## src/rtl/key_port_if.sv

```systemverilog
// Bus between the key port and the CPU side: raw switches and event acks in,
// debounced levels, sticky press flags and the interrupt out.
interface key_port_if;
    logic [7:0] nSW;
    logic [7:0] ACK;
    logic [7:0] LEVEL;
    logic [7:0] EVENT;
    logic       IRQ;

    modport master (
        output nSW,
        output ACK,
        input  LEVEL,
        input  EVENT,
        input  IRQ
    );

    modport slave (
        input  nSW,
        input  ACK,
        output LEVEL,
        output EVENT,
        output IRQ
    );
endinterface

```

## src/rtl/key_port.sv

```systemverilog
// Eight-key debouncer: synchronizes active-low switches, accepts a level change only
// after STABLE consecutive disagreeing ticks, and latches sticky press events.
module key_port #(
    parameter int TICK_DIV = 16500,
    parameter int STABLE   = 4
) (
    input  logic        CLK,
    input  logic        nRESET,
    key_port_if.slave   bus
);

    localparam int PW = (TICK_DIV > 1) ? $clog2(TICK_DIV) : 1;
    localparam int CW = $clog2(STABLE) + 1;
    localparam logic [PW-1:0] LAST_COUNT  = PW'(TICK_DIV - 1);
    localparam logic [CW-1:0] LAST_STABLE = CW'(STABLE - 1);

    logic [7:0]    sync1;
    logic [7:0]    sync2;
    logic [7:0]    s;
    logic [PW-1:0] presc;
    logic          tick;
    logic [CW-1:0] cnt     [8];
    logic [CW-1:0] cnt_nxt [8];
    logic [7:0]    level;
    logic [7:0]    level_nxt;
    logic [7:0]    event_q;
    logic [7:0]    event_nxt;

    // Synchronizer resets to the released (high) state so no press is seen at reset.
    assign s    = ~sync2;
    assign tick = (presc == LAST_COUNT);

    always_ff @(posedge CLK or negedge nRESET) begin
        if (!nRESET) begin
            sync1 <= 8'hFF;
            sync2 <= 8'hFF;
            presc <= '0;
        end else begin
            sync1 <= bus.nSW;
            sync2 <= sync1;
            presc <= tick ? '0 : presc + PW'(1);
        end
    end

    always_comb begin
        level_nxt = level;
        for (int i = 0; i < 8; i++) begin
            cnt_nxt[i] = cnt[i];
            if (tick) begin
                if (s[i] == level[i]) begin
                    cnt_nxt[i] = '0;
                end else if (cnt[i] == LAST_STABLE) begin
                    level_nxt[i] = s[i];
                    cnt_nxt[i]   = '0;
                end else begin
                    cnt_nxt[i] = cnt[i] + CW'(1);
                end
            end
        end
        // A fresh press outranks an ACK arriving on the same edge.
        event_nxt = (level_nxt & ~level) | (event_q & ~bus.ACK);
    end

    always_ff @(posedge CLK or negedge nRESET) begin
        if (!nRESET) begin
            level   <= 8'h00;
            event_q <= 8'h00;
            for (int i = 0; i < 8; i++) begin
                cnt[i] <= '0;
            end
        end else begin
            level   <= level_nxt;
            event_q <= event_nxt;
            for (int i = 0; i < 8; i++) begin
                cnt[i] <= cnt_nxt[i];
            end
        end
    end

    assign bus.LEVEL = level;
    assign bus.EVENT = event_q;
    assign bus.IRQ   = |event_q;

endmodule

```

## src/flat_wrapper.sv

```systemverilog
// flat-port wrapper written by rule: the top's interface ports become plain ports
module key_port_flat 
#(
    parameter int TICK_DIV = 16500,
    parameter int STABLE   = 4
)
  (CLK, nRESET, bus_nSW, bus_ACK, bus_LEVEL, bus_EVENT, bus_IRQ);
  key_port_if bus_i ();
  input  logic CLK;
  input  logic nRESET;
  input wire logic [$bits(bus_i.nSW)-1:0] bus_nSW;
  input wire logic [$bits(bus_i.ACK)-1:0] bus_ACK;
  output wire logic [$bits(bus_i.LEVEL)-1:0] bus_LEVEL;
  output wire logic [$bits(bus_i.EVENT)-1:0] bus_EVENT;
  output wire logic [$bits(bus_i.IRQ)-1:0] bus_IRQ;
  assign bus_i.nSW = bus_nSW;
  assign bus_i.ACK = bus_ACK;
  assign bus_LEVEL = bus_i.LEVEL;
  assign bus_EVENT = bus_i.EVENT;
  assign bus_IRQ = bus_i.IRQ;
  key_port #(.TICK_DIV(TICK_DIV), .STABLE(STABLE)) u_core (.CLK(CLK), .nRESET(nRESET), .bus(bus_i));
endmodule
```

## config.mk

```make
export PLATFORM = sky130hd
export DESIGN_NAME = key_port_flat
export DESIGN_NICKNAME = d
export VERILOG_FILES = /design/src/rtl/key_port_if.sv /design/src/rtl/key_port.sv /design/src/flat_wrapper.sv
export SDC_FILE = /design/constraint.sdc
export NUM_CORES = 1
export LEC_CHECK = 0
export BUFFER_PORTS_ARGS = -buffer_cell sky130_fd_sc_hd__buf_2
export CAP_MARGIN = 20
export CORE_MARGIN = 1.5
export CORE_UTILIZATION = 57
export DETAILED_ROUTE_END_ITERATION = 8
export HOLD_SLACK_MARGIN = 0.02
export PLACE_DENSITY_LB_ADDON = 0.12
export REMOVE_ABC_BUFFERS = 1
export SLEW_MARGIN = 20
export SYNTH_ARGS = -nofsm -noshare
export SYNTH_HDL_FRONTEND = slang
export SYNTH_SLANG_ARGS = --single-unit
```

## constraint.sdc

```tcl
create_clock -name CLK -period 1.9 [get_ports CLK]
set_input_delay 0.19 -clock CLK [delete_from_list [all_inputs] [get_ports CLK]]
set_output_delay 0.19 -clock CLK [all_outputs]
set_load 0.02 [all_outputs]
```

* Word-level counts from Yosys, hierarchy flattened
Index checks and enable logic that the tools add are counted.
Cells by class: bitwise gates (word level) 6, $add $sub $neg 9, reductions and logical operators 1, muxes and demuxes 41, equal/unequal tests 17
Operators with widths (number):
- $mux W3 | 16
- $add A3 B1 Y3 const B | 8
- $eq A3 B2 Y1 const B | 8
- $mux W1 | 24
- $not A8 Y8 | 3
- $and A8 B8 Y8 | 2
- $add A15 B1 Y15 const B | 1
- $eq A15 B15 Y1 const B | 1
- $mux W15 | 1
- $eq A1 B1 Y1 | 8
- $or A8 B8 Y8 | 1
- $reduce_or A8 Y1 | 1
Word-level totals: logic and storage cells 87, output and inout port bits 17, flip-flop bits (word level) 71, bits of input ports 18

* Logic depth before layout (Yosys ltp)
Gate-level depths: netlist of run 1.
depth in word-level cells 6, gate-level depth with buffers 7, depth with buffers taken out 5

* Least setup slack after synthesis of run 1
Ideal clock, no wire load.
kind flip-flop to flip-flop, start point reg u_core.presc[0], end point reg u_core.cnt[13] (netlist bit), cell stages (with the launch flop) 8, data required time 1783 ps, data arrival time 1447 ps, clock period less this slack 1564 ps, slack 336 ps, buffers on the path 2, library setup time 117 ps, cell sequence dfrtp_1 -> ha_1 -> and4bb_2 -> and4_1 -> clkbuf_2 -> buf_4 -> nand3_1 -> nand2_1
On the way: longest elaborated chain between the ends 1
RTL lines:
- start, declared | RTL line key_port.sv:20 | logic [PW-1:0] presc;
- start signal, assigned | RTL line key_port.sv:41 | presc <= tick ? '0 : presc + PW'(1);
- $eq A15 B15 Y1 | RTL line key_port.sv:31 | assign tick = (presc == LAST_COUNT);
- end signal, assigned by index | RTL line key_port.sv:75 | cnt[i] <= cnt_nxt[i];
- end, declared | RTL line key_port.sv:22 | logic [CW-1:0] cnt [8];
No other way between the ends. A chain may end at the register's enable or synchronous reset.

* Worst setup path after layout of run 1
start point reg u_core.presc[0], end point reg u_core.cnt[12] (netlist bit)
The elaborated chain is that of the path after synthesis.

==> impl_metrics.ini, run 1 <==
[logic_synthesis]
synth_area_sq_um = 3090
synth-compound-area-share_pct = 11.8
synth_edf_count = 0
synth_area_leader_cell = dfrtp_1
synth-async-reset-ratio_pct = 100
synth_top_area_share_pct = 44.6
seq_area_frac_synth_pct = 58.2
yosys_warnings = 0
synthXorXnorAreaFrac_pct = 5.39
syn_inst = 257
synthSimpleGateAreaFrac_pct = 18.4
synth_fa_ha_area_share_pct = 3.65
synth_area_per_cell_sq_um = 12.0
ys_types = 36
synthTopCellsByArea = dfrtp_1 45%, dfstp_2 14%, o41ai_2 3.7%
synth_top_family_by_area = simple AND/OR/NAND/NOR gates
synthFlopType = dfrtp_1
synth_mux_area_share_pct = 0.324
ys_ff_latch = 71

[detailed_routing]
ant_nets = 0
avgRoutedWirePerCell_microns = 13.5
drc = 0
dr.first_iter.drc_count = 123
routed_via_density = 5.35
vias = 2053
drt_pass1_iterations = 4
wl_microns = 5170

[power]
vdd_drop_max_mv = 0.514
pwr-share-seq_pct = 54.7
leakage_nw = 1.86
intPower_w = 0.00221
p_comb_share_pct = 3.0
power_density_nw_per_um2 = 778
power.total_w = 0.00284
switching_share_pct = 22.1
clock_power_share_pct = 42.3
switching_power_w = 0.000627

[sta]
maxSlewViolCount = 0
setup_violations = 0
fin_crit_ns = 1.74
hold_violations = 0
max_freq_mhz = 573
fin_crit_sh_pct = 91.8
fin_skew_ns = 0.00656
rsz0062_at_grt = no
maxSlewHeadroom_pct = 64.0
max_slew.worst_pin.slew_ns = 0.535

[placement]
gp_congestion = 0.744
portBuffers = 34
dpl.hpwl_microns = 3410
placedCellCount = 358

[cts]
numCtsBuffers = 9
clock-sinks = 71
postCtsSetupBuffers = 0
cts_max_level = 3
cts_max_path_buffers = 2
worstSkewPairLatency_ns = 0.35
cts_resized = 0
cts_tree = done
cts_root_buf = clkbuf_8
clk_pin_slew_worst_paths_ns = 0.08

[global_routing]
grtUsageMet3_pct = 7.90
grt_max_degree = 72
grt.total_usage_pct = 20.6
grt_pass1_wl_microns = 9260
grt_pass1_vias = 2027
use_met2_pct = 31.6
grt.overflow.total = 0
grtUsageMet1_pct = 27.0
antenna_found_initial = 0
grt.busiest_layer = met2

[floorplan]
die_h_microns = 76.6
rows = 26
die-area_sq_um = 5870
fp.dieW_microns = 76.6
io_pins = 35
core_area_sq_um = 5170
start_util_pct = 59.7

[cells_and_area]
syn_to_final_growth_pct = 18.2
antenna_cells = 0
final_cell_mix = 55 x dfrtp_1, 34 x buf_2, 22 x nor2_1, 20 x nand2_1, 16 x dfstp_2
fin_cells = 384
fill_cells = 370
drive_above_1_share_pct = 27.4
final_common_cell = dfrtp_1
fin_nets = 336

[outcome]
status = complete, no violations

[min_path]
hold_path_class = input port to flop

[setup_path]
cp-start-kind = flop
path_class = flop to flop
worstPathArrival_ns = 2.03
regToRegSetupSlack_ns = 0.16
end_kind = flop
crit_required_ns = 2.19
critPathMaxFanout = 28

[job]
drv_cap = 0
path summary, 6_finish.rpt:
check | cells past startpoint | endpoint | start
max | 6 | u_core.cnt[12]$_DFFE_PN0N_ | u_core.presc[0]$_DFF_PN0_
min | 3 | u_core.bus.EVENT[1]$_DFF_PN0_ | bus_ACK[1]
max reg2reg | 6 | u_core.cnt[12]$_DFFE_PN0N_ | u_core.presc[0]$_DFF_PN0_
min reg2reg | 0 | u_core.sync2[7]$_DFF_PN1_ | u_core.sync1[7]$_DFF_PN1_
max in group asynchronous | 3 | u_core.sync2[1]$_DFF_PN1_ | nRESET
min in group asynchronous | 3 | u_core.bus.LEVEL[1]$_DFF_PN0_ | nRESET
Yosys cell counts, drive strengths merged, types with 4 or more instances:
cell type	instances
inv	5
nor2	22
o41ai	7
nand3	13
dfstp	16
o21a	7
a21o	9
o31ai	8
o21ai	8
ha	9
nor2b	7
buf	5
clkbuf	4
nor4	10
nand2	20
xnor2	8
xor2	11
nand2b	14
dfrtp	55
flip-flops by register name (all words and copies together), names as in the netlist:
name,cells
u_core.cnt,24
u_core.presc,15
u_core.bus.EVENT,8
u_core.bus.LEVEL,8
u_core.sync1,8
u_core.sync2,8
through the flow:
stage / TNS, ns / utilization, % / setup WS (ns) / instance area, sq um / hold slack, ns
CTS: 0 / 70.6 / 0.0730 / 3650 / 0.0892
global placement: 0 / 64.8 / 0.223 / 3350 / 0.242
finish: 0 / 70.6 / 0.155 / 3650 / 0.106
floorplan: -0.0841 / - / -0.0841 / 3040 / -0.106
detailed placement: 0 / 64.8 / 0.163 / 3350 / 0.243
global route: 0 / 70.6 / 0.0324 / 3650 / 0.119
critical path, cell delays in order (launching register included):
cell and delay [ns]:
dfrtp_1 0.39, ha_1 0.22, and4bb_2 0.28, nand4_4 0.12
buf_4 0.27, nor4_1 0.29, a21o_1 0.11
cells by family (layout without fill, tap and decap cells):
family	after synthesis	after routing
AOI/OAI and AO/OA	42	42
xor gates and xnor gates	19	19
adders and majority gates	9	9
buffers and inverters	14	71
DFF	71	71
muxes	1	1
and+or+nand+nor	101	101
power by group through the flow:
stage / registers, W / logic, W / clock network, W
after floorplan: 0.00158 / 0.0000176 / 0
after global routing: 0.00156 / 0.0000991 / 0.00129
after detailed placement: 0.00158 / 0.0000721 / 0
after CTS: 0.00156 / 0.0000881 / 0.00124
after global placement: 0.00158 / 0.0000709 / 0
final: 0.00156 / 0.0000850 / 0.00120
per-layer routing:
| layer | routed length (microns) | part of all wire, % |
|---|---|---|
| met1 | 2450 | 47 |
| met4 | 77 | 1.5 |
| met5 | 0 | 0 |
| met3 | 195 | 3.8 |
| met2 | 2440 | 47 |
final cells by class:
class / instances / area (sq um) / share of cell area (%)
Sequential cell: 71 / 1800 / 49.2
Multi-Input combinational cell: 172 / 1220 / 33.5
Timing Repair Buffer: 50 / 328 / 8.98
Clock buffer: 10 / 138 / 3.77
Tap cell: 70 / 87.6 / 2.40
Clock inverter: 6 / 60.1 / 1.64
Inverter: 5 / 18.8 / 0.514
what timing repair did:
item | in CTS | in global routing
hold buffers | 10 | 0
hold endpoints to repair | 64 | 0
endpoints found under the setup margin | 0 | 0
No activity file was read; power rests on OpenSTA's default activity.
==> inputs of run 2 (changes only) <==
--- a/config.mk
+++ b/config.mk
@@ -8,7 +8,7 @@
 export BUFFER_PORTS_ARGS = -buffer_cell sky130_fd_sc_hd__buf_2
 export CAP_MARGIN = 20
 export CORE_MARGIN = 1.5
-export CORE_UTILIZATION = 57
+export CORE_UTILIZATION = 44
 export DETAILED_ROUTE_END_ITERATION = 8
 export HOLD_SLACK_MARGIN = 0.02
 export PLACE_DENSITY_LB_ADDON = 0.12
==> run 2 against run 1 <==
Net effect: final cell count grew 7.0%; combinational power grew 0.5%; die area grew 28%; via count shrank 0.39%; register-to-register slack lost 0.02 ns.
==> impl_metrics.ini, run 2 (same netlist as run 1, synthesis figures left out) <==
[cells_and_area]
final_common_cell = dfrtp_1
regMostFlops = u_core.cnt
syn_to_final_growth_pct = 20.7
antenna_cells = 0
fin_cells = 411
largestRegisters = u_core.cnt: 24 flops, u_core.presc: 15 flops
utilization_pct = 54.8
drive_above_1_share_pct = 27.6
fin_nets = 337
largest_reg_flops = 24
final_cell_mix = 55 x dfrtp_1, 34 x buf_2, 22 x nor2_1, 20 x nand2_1, 16 x dfstp_2
fin_area_sq_um = 3730

[placement]
portBuffers = 34
placedCellCount = 384
gp_congestion = 0.719
dpl.hpwl_microns = 3440
placed_cell_area_sq_um = 3410

[detailed_routing]
vias = 2045
drc = 0
dr.first_iter.drc_count = 89
ant_nets = 0
avgRoutedWirePerCell_microns = 12.7
routed_via_density = 4.98
drt_pass1_iterations = 4
wl_microns = 5220

[floorplan]
rows = 30
io_pins = 35
fp.dieW_microns = 86.8
start_util_pct = 45.5
core_area_sq_um = 6790
die_h_microns = 86.8
die-area_sq_um = 7530

[sta]
hold_violations = 0
fin_crit_ns = 1.77
maxSlewHeadroom_pct = 62.9
max_freq_mhz = 566
maxSlewViolCount = 0
finalSetupTns_ns = 0
fin_crit_sh_pct = 93.0
setup_violations = 0
max_slew.worst_pin.slew_ns = 0.551
fin_skew_ns = 0.00679
rsz0062_at_grt = no

[setup_path]
critPathMaxFanout = 36
crit_path_top_delay_cell = dfrtp_1
cp_cell_sequence = ha_1 -> and4bb_2 -> nand4_4 -> buf_12 -> nor4_1 -> a21o_1
slowest_delay_ns = 0.39
crit_family = simple AND/OR/NAND/NOR gates
crit_required_ns = 2.18
cp-start-kind = flop
end_kind = flop
worstPathArrival_ns = 2.05
critPathBufInv = 1
path_class = flop to flop

[power]
power_density_nw_per_um2 = 769
switching_power_w = 0.000641
intPower_w = 0.00223
p_comb_share_pct = 3.0
pwr-share-seq_pct = 54.2
vdd_drop_max_mv = 0.504
power.total_w = 0.00287
switching_share_pct = 22.4
clock_power_share_pct = 42.8
leakage_nw = 1.87

[cts]
clock-sinks = 71
cts_root_buf = clkbuf_8
numCtsBuffers = 9
worstSkewPairLatency_ns = 0.34
cts_max_path_buffers = 2
cts_tree = done
cts_resized = 0
clk_pin_slew_worst_paths_ns = 0.08
cts_max_level = 3

[global_routing]
antenna_found_initial = 0
grt_pass1_wl_microns = 9050
grt_pass1_vias = 1986
grt.overflow.total = 0
grt_max_degree = 53
grt.total_usage_pct = 15.8

[job]
drv_cap = 0

[outcome]
status = complete, no violations

[min_path]
hold_path_class = input port to flop
## run 2: layer usage
layer	GRT usage, %	up-vias	part of all wire, %
met5	0	-	0
met4	6.60	0	2.0
met3	4.86	12	3.4
met1	20.2	994	50
met2	24.9	30	44
li1	-	1009	-
## run 2: final cells by class
cell class | count | area (sq um)
multi-input combinational | 172 | 1220
tap | 96 | 120
timing repair buffer | 51 | 360
fill | 580 | 3070
clock buffer | 10 | 138
sequential | 71 | 1800
clock inverter | 6 | 70.1
inverter | 5 | 18.8
## run 2: final timing paths
| kind | endpoint | from | depth (start not counted) | slack (ns) |
|---|---|---|---|---|
| min in group asynchronous | u_core.bus.LEVEL[1]$_DFF_PN0_ | nRESET | 2 | 0.33 |
| worst min register to register | u_core.sync2[3]$_DFF_PN1_ | u_core.sync1[3]$_DFF_PN1_ | 0 | 0.35 |
| worst max register to register | u_core.cnt[18]$_DFFE_PN0N_ | u_core.presc[0]$_DFF_PN0_ | 6 | 0.13 |
| worst max-delay path | u_core.cnt[18]$_DFFE_PN0N_ | u_core.presc[0]$_DFF_PN0_ | 6 | 0.13 |
| worst min-delay path | u_core.bus.EVENT[2]$_DFF_PN0_ | bus_ACK[2] | 3 | 0.12 |
| max in group asynchronous | u_core.sync1[3]$_DFF_PN1_ | nRESET | 3 | 0.88 |
## run 2: worst register-to-register path: stages, from the launching register on
cell and delay (ns):
dfrtp_1 0.39, ha_1 0.21, and4bb_2 0.28, nand4_4 0.18, buf_12 0.24, nor4_1 0.30, a21o_1 0.12
## run 2: power groups by stage
stage / Sequential, W / Clock (W) / Combinational (W)
final: 0.00155 / 0.00123 / 0.0000854
after global routing: 0.00156 / 0.00133 / 0.000100
after CTS: 0.00155 / 0.00128 / 0.0000894
after detailed placement: 0.00158 / 0 / 0.0000734
after global placement: 0.00158 / 0 / 0.0000725
after floorplan: 0.00158 / 0 / 0.0000176
## run 2: repair_timing
item | in CTS | in global routing
setup buffers | 0 | 1
setup endpoints to repair | 0 | 6
endpoints found under the hold margin | 20 | 0
hold buffers | 10 | 0
## run 2: per-stage QoR
| stage | setup slack, ns | hold WS, ns |
|---|---|---|
| CTS | 0.0406 | 0.0959 |
| floorplan | -0.0841 | -0.106 |
| detailed placement | 0.0664 | 0.173 |
| global placement | 0.132 | 0.168 |
| global route | 0.0176 | 0.119 |
| finish | 0.134 | 0.115 |
==> inputs of run 3 (changes only) <==
--- a/config.mk
+++ b/config.mk
@@ -8,10 +8,10 @@
 export BUFFER_PORTS_ARGS = -buffer_cell sky130_fd_sc_hd__buf_2
 export CAP_MARGIN = 20
 export CORE_MARGIN = 1.5
-export CORE_UTILIZATION = 44
+export CORE_UTILIZATION = 38
 export DETAILED_ROUTE_END_ITERATION = 8
 export HOLD_SLACK_MARGIN = 0.02
-export PLACE_DENSITY_LB_ADDON = 0.12
+export PLACE_DENSITY = 0.64
 export REMOVE_ABC_BUFFERS = 1
 export SLEW_MARGIN = 20
 export SYNTH_ARGS = -nofsm -noshare
==> constraint.sdc (replaced) <==
create_clock -name CLK -period 1.5 [get_ports CLK]
set_input_delay 0.15 -clock CLK [delete_from_list [all_inputs] [get_ports CLK]]
set_output_delay 0.15 -clock CLK [all_outputs]
set_load 0.02 [all_outputs]
==> run 3 against run 2 <==
Net effect: sequential share of layout area shrank 4.7 points; clock power rose by 37%; core utilization shrank 2.0 points; the flow now finishes with violations (setup timing); clock skew increased by 0.0038 ns; register-to-register slack worse by 0.26 ns; largest power group unchanged.
==> impl_metrics.ini, run 3 (same netlist as run 1, synthesis figures left out) <==
[outcome]
status = complete, but fails checks
failed_checks = setup timing

[global_routing]
grt_pass1_vias = 2183
grt.total_usage_pct = 15.3
grt_pass1_wl_microns = 10200
grt_max_degree = 23
grt.overflow.total = 0
antenna_found_initial = 0

[setup_path]
path_class = flop to flop
cp_cell_sequence = ha_2 -> and4bb_2 -> nand4_4 -> buf_6 -> nor4_1 -> a21o_1
slowest_delay_ns = 0.36
critPathMaxFanout = 15
worstPathArrival_ns = 1.91
cp-start-kind = flop
end_kind = flop
crit_required_ns = 1.79
crit_path_top_delay_cell = dfrtp_1

[placement]
gp_congestion = 0.767
placed_cell_area_sq_um = 3570
dpl.hpwl_microns = 4090
portBuffers = 34

[sta]
maxSlewHeadroom_pct = 73.4
finalSetupTns_ns = -2.11
fin_crit_sh_pct = 108
fin_crit_ns = 1.63
max_slew.worst_pin.slew_ns = 0.397
max_freq_mhz = 615
maxSlewViolCount = 0
rsz0062_at_grt = yes
setup_ws_ns = -0.126
hold_violations = 0
fin_skew_ns = 0.0106
hold_ws_ns = 0.0702
setup_violations = 28

[cts]
worstSkewPairLatency_ns = 0.35
cts_max_level = 3
cts_root_buf = clkbuf_8
clk_pin_slew_worst_paths_ns = 0.08
numCtsBuffers = 9
clock-sinks = 71
cts_max_path_buffers = 2
cts_tree = done

[floorplan]
rows = 32
core_area_sq_um = 7810
io_pins = 35
die-area_sq_um = 8680
start_util_pct = 39.6
fp.dieW_microns = 93.1
die_h_microns = 93.1

[cells_and_area]
largest_reg_flops = 24
fill_cells = 691
regMostFlops = u_core.cnt
fin_nets = 365
antenna_cells = 0
final_common_cell = dfrtp_1
largestRegisters = u_core.cnt: 24 flops, u_core.presc: 15 flops
final_cell_mix = 55 x dfrtp_1, 34 x buf_2, 23 x buf_4, 20 x nor2_1, 19 x nand2_1
utilization_pct = 52.9
syn_to_final_growth_pct = 33.6
drive_above_1_share_pct = 38.8
fin_area_sq_um = 4130

[detailed_routing]
drc = 0
wl_met1_microns = 2850
top_layer = met4
vias = 2178
avgRoutedWirePerCell_microns = 13.6
ant_nets = 0
wl_microns = 6040
routed_via_density = 4.89
dr.first_iter.drc_count = 88
wl_met2_microns = 2910
dr_wl_met3_microns = 206
drt_pass1_iterations = 4

[power]
leakage_nw = 2.05
power_density_nw_per_um2 = 914
power.total_w = 0.00377
vdd_drop_max_mv = 0.699

[min_path]
hold_path_class = input port to flop

[job]
drv_cap = 0
run 3: critical path, delay by kind of cell, from the launching register on:
| kind | cells | cell delay [ns] |
|---|---|---|
| DFF | 1 | 0.36 |
| buffers and inverters | 1 | 0.22 |
| adders and majority gates | 1 | 0.18 |
| AOI/OAI and AO/OA | 1 | 0.11 |
| and+or+nand+nor | 3 | 0.71 |
run 3: worst paths after layout:
path	start	to	slack [ns]	cells past startpoint
min in group asynchronous	nRESET	u_core.cnt[18]$_DFFE_PN0N_	0.24	2
worst min-delay path	bus_ACK[1]	u_core.bus.EVENT[1]$_DFF_PN0_	0.07	3
worst min register to register	u_core.sync1[1]$_DFF_PN1_	u_core.sync2[1]$_DFF_PN1_	0.36	0
max in group asynchronous	nRESET	u_core.sync2[3]$_DFF_PN1_	0.68	3
worst max-delay path	u_core.presc[1]$_DFF_PN0_	u_core.cnt[12]$_DFFE_PN0N_	-0.13	6
worst max register to register	u_core.presc[1]$_DFF_PN0_	u_core.cnt[12]$_DFFE_PN0N_	-0.13	6
run 3: per-layer routing:
layer | vias to the layer above | global-route usage [%]
li1 | 1071 | -
met1 | 1065 | 19.0
met2 | 34 | 24.7
met3 | 8 | 5.61
met4 | 0 | 4.92
met5 | - | 0
run 3: final cells by class:
| class | instances | area (sq um) | share of cell area, % |
|---|---|---|---|
| Sequential cell | 71 | 1800 | 43.5 |
| Clock inverter | 5 | 81.3 | 1.97 |
| Clock buffer | 11 | 141 | 3.43 |
| Timing Repair Buffer | 79 | 611 | 14.8 |
| Multi-Input combinational cell | 172 | 1350 | 32.7 |
| Inverter | 5 | 18.8 | 0.455 |
| Tap cell | 102 | 128 | 3.09 |
run 3: report_power, final:
| part | total [W] | switching [W] | internal (W) |
|---|---|---|---|
| combinational | 0.000121 | 0.0000645 | 0.0000570 |
| sequential | 0.00197 | 0.0000184 | 0.00195 |
| clock | 0.00168 | 0.000695 | 0.000982 |
| total | 0.00377 | 0.000778 | 0.00299 |
run 3: stage by stage:
step	setup slack (ns)	cells
3_5_place_dp	-0.132	412
5_1_grt	-0.190	445
3_3_place_gp	-0.102	412
4_1_cts	-0.126	443
6_report	-0.126	445
2_1_floorplan	-0.484	248
run 3: repair_timing:
item | in CTS | in global routing
setup endpoints to repair | 35 | 43
resized for setup | 25 | 18
setup buffers | 5 | 3
hold buffers | 10 | 0
pin swaps | 13 | 4
endpoints found under the hold margin | 53 | 0
